[config.mk]
export PLATFORM = sky130hd
export DESIGN_NAME = tx_ffe_adapter
export DESIGN_NICKNAME = d
export VERILOG_FILES = /design/src/rtl/tx_ffe_pkg.sv /design/src/rtl/ffe_target_map.sv /design/src/rtl/tx_ffe_adapter.sv
export SDC_FILE = /design/constraint.sdc
export NUM_CORES = 1
export LEC_CHECK = 0
export BUFFER_PORTS_ARGS = -buffer_cell sky130_fd_sc_hd__buf_2
export CORE_UTILIZATION = 62
export CTS_CLUSTER_DIAMETER = 150
export DETAILED_ROUTE_END_ITERATION = 16
export PLACE_DENSITY_LB_ADDON = 0.05
export SYNTH_ARGS = -nofsm -noshare
export SYNTH_HDL_FRONTEND = slang
export SYNTH_HIERARCHICAL = 1
export SYNTH_SLANG_ARGS = --single-unit
[constraint.sdc]
create_clock -name clk -period 5.1 [get_ports clk]
set_input_delay 0.255 -clock clk [delete_from_list [all_inputs] [get_ports clk]]
set_output_delay 0.255 -clock clk [all_outputs]
set_load 0.03 [all_outputs]
[src/rtl/tx_ffe_pkg.sv]
// tx_ffe_pkg: shared types and constants for the TX FFE adapter slice.
//   state_t : adapter FSM states
//   tap_t   : {pre, main, post} tap weight triple
//   FREQ_W, TAP_W, FULL_SCALE, POST_MAX : widths and tap limits
package tx_ffe_pkg;

    localparam int unsigned FREQ_W     = 9;
    localparam int unsigned TAP_W      = 8;
    localparam int unsigned FULL_SCALE = 127;
    localparam int unsigned POST_MAX   = 63;

    typedef enum logic [1:0] {
        IDLE,
        TRACK,
        RAMP,
        LOCKED
    } state_t;

    typedef struct packed {
        logic [TAP_W-1:0] pre;
        logic [TAP_W-1:0] main;
        logic [TAP_W-1:0] post;
    } tap_t;

endpackage

[src/rtl/ffe_target_map.sv]
// ffe_target_map: combinational guess -> tap triple mapping.
//   guess : FREQ_W-bit frequency guess (or a post weight pre-scaled by 4)
//   taps  : post = min(guess>>2, POST_MAX), pre = post>>2,
//           main = FULL_SCALE - pre - post
module ffe_target_map
    import tx_ffe_pkg::*;
(
    input  logic [FREQ_W-1:0] guess,
    output tap_t              taps
);

    logic [FREQ_W-1:0] shifted;
    logic [TAP_W-1:0]  post;
    logic [TAP_W-1:0]  pre;

    always_comb begin
        shifted = guess >> 2;
        if (shifted > FREQ_W'(POST_MAX)) begin
            post = TAP_W'(POST_MAX);
        end else begin
            post = TAP_W'(shifted);
        end
        pre       = post >> 2;
        taps.pre  = pre;
        taps.post = post;
        taps.main = TAP_W'(FULL_SCALE) - pre - post;
    end

endmodule

[src/rtl/tx_ffe_adapter.sv]
// tx_ffe_adapter: qualifies a stable channel-estimator guess, maps it to
// TX FFE target taps and ramps the live taps toward the target in bounded
// post-tap steps, each step delivered over a valid/ack handshake.
//   clk, rst_n        : clock, asynchronous active-low reset
//   enable            : adaptation enable
//   retrain           : single-cycle pulse, restart qualification
//   guess_frequency   : estimator output, qualified by guess_valid strobe
//   tap_pre/main/post : live (or offered, while taps_valid) tap triple
//   taps_valid/ack    : handshake toward the FFE
//   locked            : live taps equal target
// Optional build macro: TX_FFE_RELOCK_EN keeps qualification running while
// LOCKED and re-ramps on a newly qualified, different target.
module tx_ffe_adapter
    import tx_ffe_pkg::*;
#(
    parameter int unsigned STABLE_COUNT = 4,
    parameter int unsigned TOL          = 2,
    parameter int unsigned STEP         = 4
) (
    input  logic              clk,
    input  logic              rst_n,
    input  logic              enable,
    input  logic              retrain,
    input  logic [FREQ_W-1:0] guess_frequency,
    input  logic              guess_valid,
    output logic [TAP_W-1:0]  tap_pre,
    output logic [TAP_W-1:0]  tap_main,
    output logic [TAP_W-1:0]  tap_post,
    output logic              taps_valid,
    input  logic              taps_ack,
    output logic              locked
);

    localparam int unsigned CNT_W = $clog2(STABLE_COUNT + 1);

    state_t             state_q, state_d;
    logic [CNT_W-1:0]   cnt_q, cnt_d;
    logic [FREQ_W-1:0]  ref_q, ref_d;
    tap_t               tgt_q, tgt_d;
    logic [TAP_W-1:0]   post_q, post_d;
    logic               valid_q, valid_d;
    logic               locked_q, locked_d;
    logic               pend_q, pend_d;

    // Qualification result for the current guess, before any FSM decision.
    logic [FREQ_W-1:0]  gdiff;
    logic [FREQ_W-1:0]  qual_ref;
    logic [CNT_W-1:0]   qual_cnt;
    logic               qual_hit;
    tap_t               qual_taps;
    tap_t               live_taps;
    logic [TAP_W-1:0]   step_post;

    always_comb begin
        if (guess_frequency >= ref_q) begin
            gdiff = guess_frequency - ref_q;
        end else begin
            gdiff = ref_q - guess_frequency;
        end
        if (gdiff <= FREQ_W'(TOL)) begin
            qual_ref = ref_q;
            if (cnt_q == CNT_W'(STABLE_COUNT)) begin
                qual_cnt = cnt_q;
            end else begin
                qual_cnt = cnt_q + CNT_W'(1);
            end
        end else begin
            qual_ref = guess_frequency;
            qual_cnt = CNT_W'(1);
        end
        qual_hit = (qual_cnt == CNT_W'(STABLE_COUNT));
    end

    ffe_target_map u_target_map (
        .guess (qual_ref),
        .taps  (qual_taps)
    );

    // The live triple reuses the map: post << 2 maps back to post exactly
    // (post never exceeds POST_MAX), giving pre/main from the same rule.
    ffe_target_map u_live_map (
        .guess ({post_q[FREQ_W-3:0], 2'b00}),
        .taps  (live_taps)
    );

    always_comb begin
        if (post_q < tgt_q.post) begin
            if ((tgt_q.post - post_q) > TAP_W'(STEP)) begin
                step_post = post_q + TAP_W'(STEP);
            end else begin
                step_post = tgt_q.post;
            end
        end else begin
            if ((post_q - tgt_q.post) > TAP_W'(STEP)) begin
                step_post = post_q - TAP_W'(STEP);
            end else begin
                step_post = tgt_q.post;
            end
        end
    end

    always_comb begin
        state_d  = state_q;
        cnt_d    = cnt_q;
        ref_d    = ref_q;
        tgt_d    = tgt_q;
        post_d   = post_q;
        valid_d  = valid_q;
        locked_d = locked_q;
        pend_d   = pend_q;

        case (state_q)
            IDLE: begin
                if (enable) begin
                    state_d = TRACK;
                    cnt_d   = '0;
                end
            end

            TRACK: begin
                if (retrain) begin
                    cnt_d = '0;
                end else if (guess_valid) begin
                    ref_d = qual_ref;
                    cnt_d = qual_cnt;
                    if (qual_hit) begin
                        tgt_d   = qual_taps;
                        state_d = RAMP;
                    end
                end
            end

            RAMP: begin
                if (valid_q) begin
                    if (retrain) begin
                        pend_d = 1'b1;
                    end
                    if (taps_ack) begin
                        valid_d = 1'b0;
                        if (pend_q || retrain) begin
                            state_d = TRACK;
                            cnt_d   = '0;
                            pend_d  = 1'b0;
                        end else if (post_q == tgt_q.post) begin
                            state_d  = LOCKED;
                            locked_d = 1'b1;
                        end
                    end
                end else if (retrain) begin
                    state_d = TRACK;
                    cnt_d   = '0;
                end else if (live_taps == tgt_q) begin
                    state_d  = LOCKED;
                    locked_d = 1'b1;
                end else begin
                    valid_d = 1'b1;
                    post_d  = step_post;
                end
            end

            LOCKED: begin
                if (retrain) begin
                    state_d  = TRACK;
                    cnt_d    = '0;
                    locked_d = 1'b0;
                end
`ifdef TX_FFE_RELOCK_EN
                else if (guess_valid) begin
                    ref_d = qual_ref;
                    cnt_d = qual_cnt;
                    if (qual_hit && (qual_taps.post != tgt_q.post)) begin
                        tgt_d    = qual_taps;
                        state_d  = RAMP;
                        locked_d = 1'b0;
                    end
                end
`endif
            end

            default: state_d = IDLE;
        endcase

        // Disable overrides everything except an offered triple still
        // waiting for its ack; that transfer completes first.
        if (!enable && !(valid_q && !taps_ack)) begin
            state_d  = IDLE;
            valid_d  = 1'b0;
            locked_d = 1'b0;
            pend_d   = 1'b0;
        end
    end

    always_ff @(posedge clk or negedge rst_n) begin
        if (!rst_n) begin
            state_q  <= IDLE;
            cnt_q    <= '0;
            ref_q    <= '0;
            tgt_q    <= '0;
            post_q   <= '0;
            valid_q  <= 1'b0;
            locked_q <= 1'b0;
            pend_q   <= 1'b0;
        end else begin
            state_q  <= state_d;
            cnt_q    <= cnt_d;
            ref_q    <= ref_d;
            tgt_q    <= tgt_d;
            post_q   <= post_d;
            valid_q  <= valid_d;
            locked_q <= locked_d;
            pend_q   <= pend_d;
        end
    end

    assign tap_pre    = live_taps.pre;
    assign tap_main   = live_taps.main;
    assign tap_post   = live_taps.post;
    assign taps_valid = valid_q;
    assign locked     = locked_q;

endmodule

# Word-level counts from Yosys, hierarchy flattened
# Cells that the tools add are included.
word_totals:
  out_inout_bits: 26
  word_cells: 125
  latch_bits: 0
  regBits: 47
  ram_bits: 0
  romBits: 0
  memories: 0
classes:
  n_shift: 0
  mux: 51
  reduce_logical: 18
  n_addsub: 11
  div: 0
  eq_ne: 23
  magnitude_cmp: 7
  bitwise: 4
  n_mul: 0
ops:
  columns: ["cell", "n"]
  rows:
  - ["$sub A8 B8 Y8", 4]
  - ["$mux W3", 9]
  - ["$mux W2", 12]
  - ["$mux W8", 3]
  - ["$ne A3 B3 Y1 const B", 8]
  - ["$eq A22 B22 Y1", 1]
  - ["$mux W1", 20]
  - ["$ne A4 B4 Y1 const B", 5]
  - ["$mux W9", 2]
  - ["$sub A9 B9 Y9", 2]
  - ["$gt A8 B3 Y1 const B", 2]
  - ["$reduce_and A4 Y1", 4]
  - ["$sub A7 B6 Y8 const A", 2]
  - ["$gt A7 B6 Y1 const B", 2]
  - ["$mux W7", 2]
  - ["$pmux W3 S4", 1]
  - ["$ne A5 B5 Y1 const B", 2]
  - ["$ge A9 B9 Y1", 1]
  - ["$le A9 B2 Y1 const B", 1]
  - ["$add A8 B3 Y8 const B", 1]
  - ["$eq A8 B8 Y1", 1]
  - ["$lt A8 B8 Y1", 1]
  - ["$pmux W2 S4", 1]
  - ["$reduce_and A8 Y1", 1]
  - ["other kinds (17)", 26]

# Depth between registers and ports, before layout
depth:
  ltp_word: 10
  ltp_mapped: 23
  mapped_depth_nobuf: 22

# Hierarchy
# Netlist, hierarchy kept.
by_module_without_submodules:
  columns: ["module", "n_inst", "seq_area_each_um2", "area_each_um2", "cells_each"]
  rows:
  - ["tx_ffe_adapter", 1, 1226.2, 4523.1, 504]
  - ["ffe_target_map", 2, 0.0, 421.7, 55]

# Worst setup path after synthesis
# OpenSTA, ideal clock, no wires.
synth_timing:
  path_kind: "reg2reg"
  from: "register ref_q[0]"
  to: "register tgt_q[15] in the netlist's numbering"
  setup_ns: 0.125
  n_path_buf: 0
  required_time_ns: 4.975
  arrival_ns: 4.520
  stages_incl_launch_ff: 19
  synth_period_minus_slack_ns: 4.646
  slack_ns: 0.454
  cell_sequence: "dfrtp_1 > inv_1 > ha_1 > inv_1 > fa_1 > a311oi_4 > xnor2_1 > a2111o_1 > nor4_2 > a31oi_1 > mux2_2 > nor2_1 > ha_1 > ha_1 > fa_1 > a21o_2 > a21o_1 > a31o_2 > mux2_4"
synth_lines:
  columns: ["item", "line", "text"]
  rows:
  - ["start, declared", "tx_ffe_adapter.sv:38", "logic [FREQ_W-1:0] ref_q, ref_d;"]
  - ["start signal, assigned", "tx_ffe_adapter.sv:206", "ref_q <= ref_d;"]
  - ["end signal, assigned", "tx_ffe_adapter.sv:207", "tgt_q <= tgt_d;"]
  - ["end, declared", "tx_ffe_adapter.sv:39", "tap_t tgt_q, tgt_d;"]

==> metrics.cfg <==
[status]
outcome = completed

[timing]
clock.fmax_mhz = 206
slew-limit-headroom_pct = 50.2
worst_hold_check_slack_ns = 0.0239
finClkSkew_ns = 0.0103
final-max-slew-violation-count = 0
finalWorstPathRequiredPeriod_ns = 4.86
setup-tns-final_ns = 0
setup_viol = 0
unrepaired_setup_endpoints_after_global_routing = no
timing.final.hold_violations = 0
worst-slew-pin-transition_ns = 0.741
period_utilization_post_route_pct = 95.4

[die]
fp.dieArea_mm2 = 0.00900
floorplan.io_pins = 41
effective_utilization_at_floorplan_pct = 64.4
fp-row-count = 33
core_area_mm2 = 0.00830
die_width_um = 94.9
die_height_um = 94.9

[critical_path]
crit_required_ns = 5.31
cp_cell_sequence = inv_1 -> ha_1 -> inv_1 -> fa_1 -> a311oi_4 -> xnor2_1 -> a2111o_1 -> nor4_4 -> a31oi_1 -> mux2_2 -> nor2_2 -> ha_1 -> ha_1 -> fa_1 -> a21o_2 -> a21o_1 -> a31o_2 -> mux2_4
worstSetupStartpointType = register
regToRegEndpoint = tgt_q[15]$_DFFE_PN0P_
worst-setup-path-type = reg2reg
max_stage_delay_ns = 0.43
critical-path-top-cell-by-count = sky130_fd_sc_hd__ha_1
worstRegToRegCells = 18
cell_at_the_slowest_stage_of_the_critical_path = sky130_fd_sc_hd__fa_1
crit_arrival_ns = 5.07
cp-end-kind = register
setup.reg_to_reg.worst_slack_ns = 0.24
largest_fanout_of_any_net_on_the_critical_path = 6
rr_startpoint = ref_q[0]$_DFFE_PN0P_

[logic_synthesis]
synthesis.area_per_instance_um2 = 8.78
yosys_warnings = 6
netlist_area_mm2 = 0.00535
post_synthesis_cells = 609

[power]
report.power.total_w = 0.00247
static-leakage-power_nw = 2.65
powerDensity_mw_per_mm2 = 441
max-vdd-ir-drop_mv = 0.282

[cts]
clock_path_buffers = 2
cts_buffers = 5
clock-root-buffer = sky130_fd_sc_hd__clkbuf_8
tritoncts_clock_tree = done
clock_tree.htree_level_count = 2
cts.sink_count = 49
clk_latency_ns = 0.31
clk_pin_slew_ns = 0.10

[drt]
detail_route.wl_per_cell_um = 16.0
postRouteAntennaNets = 0
drt-vias-per-instance = 5.97
drc_errors = 0
drt-total-wl_mm = 11.8
drtIter0Drc = 184
drt-pass1-iter-count = 4
routed_vias = 4385

[finish]
drive_above_1_share_pct = 14.8
synthesis_to_finish_area_growth_pct = 4.82
fin_nets = 713
insertedDiodeCount = 0

[grt]
grt_use_total_pct = 27.4
grt-ovfl-total = 0
grt_first_pass_wirelength_mm = 19.4
grt_antenna_before_repair = 0
pin_count_of_the_biggest_net_entering_global_routing = 50
first_global_vias = 4185

[worst_hold_path]
min-delay-path-class = in2async

[job]
max_cap_viol_count = 0

[placement]
gp_congestion = 0.936
dpl.hpwl_mm = 9.53
port_buffers = 34

-- cell usage in the layout (no fill, tap or decap), types with 11 or more instances in the layout --
master,n
sky130_fd_sc_hd__a21oi_1,28
sky130_fd_sc_hd__buf_2,34
sky130_fd_sc_hd__conb_1,16
sky130_fd_sc_hd__dfrtp_1,49
sky130_fd_sc_hd__ha_1,64
sky130_fd_sc_hd__inv_1,71
sky130_fd_sc_hd__mux2_4,20
sky130_fd_sc_hd__mux2i_1,13
sky130_fd_sc_hd__nand2_1,29
sky130_fd_sc_hd__nand3_1,11
sky130_fd_sc_hd__nand4_1,13
sky130_fd_sc_hd__nor2_1,34
sky130_fd_sc_hd__nor2b_1,11
sky130_fd_sc_hd__o21ai_0,31
sky130_fd_sc_hd__xnor2_1,36
-- metal layers --
metal  vias up  routed length, um  global-route usage, %
met1      2107               5350                   35.9
met2        92               5940                   48.4
met5         -                  0                      0
li1       2176                  -                      -
met3        10                394                   2.98
met4         0                 97                   5.56
-- where the power goes --
part | switching [W] | internal (W) | leakage (nW)
combinational | 0.00103 | 0.000643 | 1.97
clock | 0.000148 | 0.000103 | 0.0506
sequential | 0.0000893 | 0.000455 | 0.635
total | 0.00127 | 0.00120 | 2.65
-- repair_timing --
item | 4_1_cts | 5_1_grt
gates resized for setup | 0 | 5
buffers inserted | 0 | 0
setup endpoints to repair | 0 | 3
hold buffers | 0 | 0
-- state kept, by name, summed over array words and instances, names as in the netlist --
register	count
state_q	2
post_q	8
ref_q	9
cnt_q	3
tgt_q	24
pend_q	1
locked	1
taps_valid	1
-- stage by stage --
step | std cells | util, % | cell area (um^2) | setup slack, ns
after CTS | 735 | 67.1 | 5570 | 0.178
after global routing | 735 | 67.5 | 5600 | 0.00628
after floorplan | 621 | - | 5390 | 0.471
final | 735 | 67.5 | 5600 | 0.236
after detailed placement | 727 | 66.0 | 5470 | 0.203
after global placement | 727 | 66.0 | 5470 | 0.334
-- critical path, delay by kind of cell, from the launching register on --
kind / cells / cell delay (ns)
flops: 1 / 0.40
xor+xnor: 1 / 0.10
simple gates: 2 / 0.50
mux: 2 / 0.60
buf+inv: 2 / 0.14
compound gates: 6 / 1.53
fa+ha+maj: 5 / 1.50
-- worst max path at each step --
stage / from / to / slack [ns] / cells past startpoint
2_1_floorplan: ref_q[0]$_DFFE_PN0P_ / tgt_q[15]$_DFFE_PN0P_ / 0.47 / 18
3_3_place_gp: guess_frequency[7] / tgt_q[15]$_DFFE_PN0P_ / 0.33 / 17
3_5_place_dp: guess_frequency[3] / tgt_q[15]$_DFFE_PN0P_ / 0.20 / 18
4_1_cts: ref_q[0]$_DFFE_PN0P_ / tgt_q[15]$_DFFE_PN0P_ / 0.18 / 18
5_1_grt: ref_q[0]$_DFFE_PN0P_ / tgt_q[15]$_DFFE_PN0P_ / 0.006 / 18
6_report: ref_q[0]$_DFFE_PN0P_ / tgt_q[15]$_DFFE_PN0P_ / 0.24 / 18
-- final cells by class --
| cell class | instances | area, um^2 |
|---|---|---|
| Clock inverter | 3 | 28.8 |
| Tap cell | 105 | 131 |
| Sequential cell | 49 | 1230 |
| Timing Repair Buffer | 40 | 215 |
| Inverter | 71 | 267 |
| Multi-Input combinational cell | 462 | 3670 |
| Fill cell | 665 | 2700 |
| Clock buffer | 5 | 68.8 |
Power figures use the tool's default switching activity.
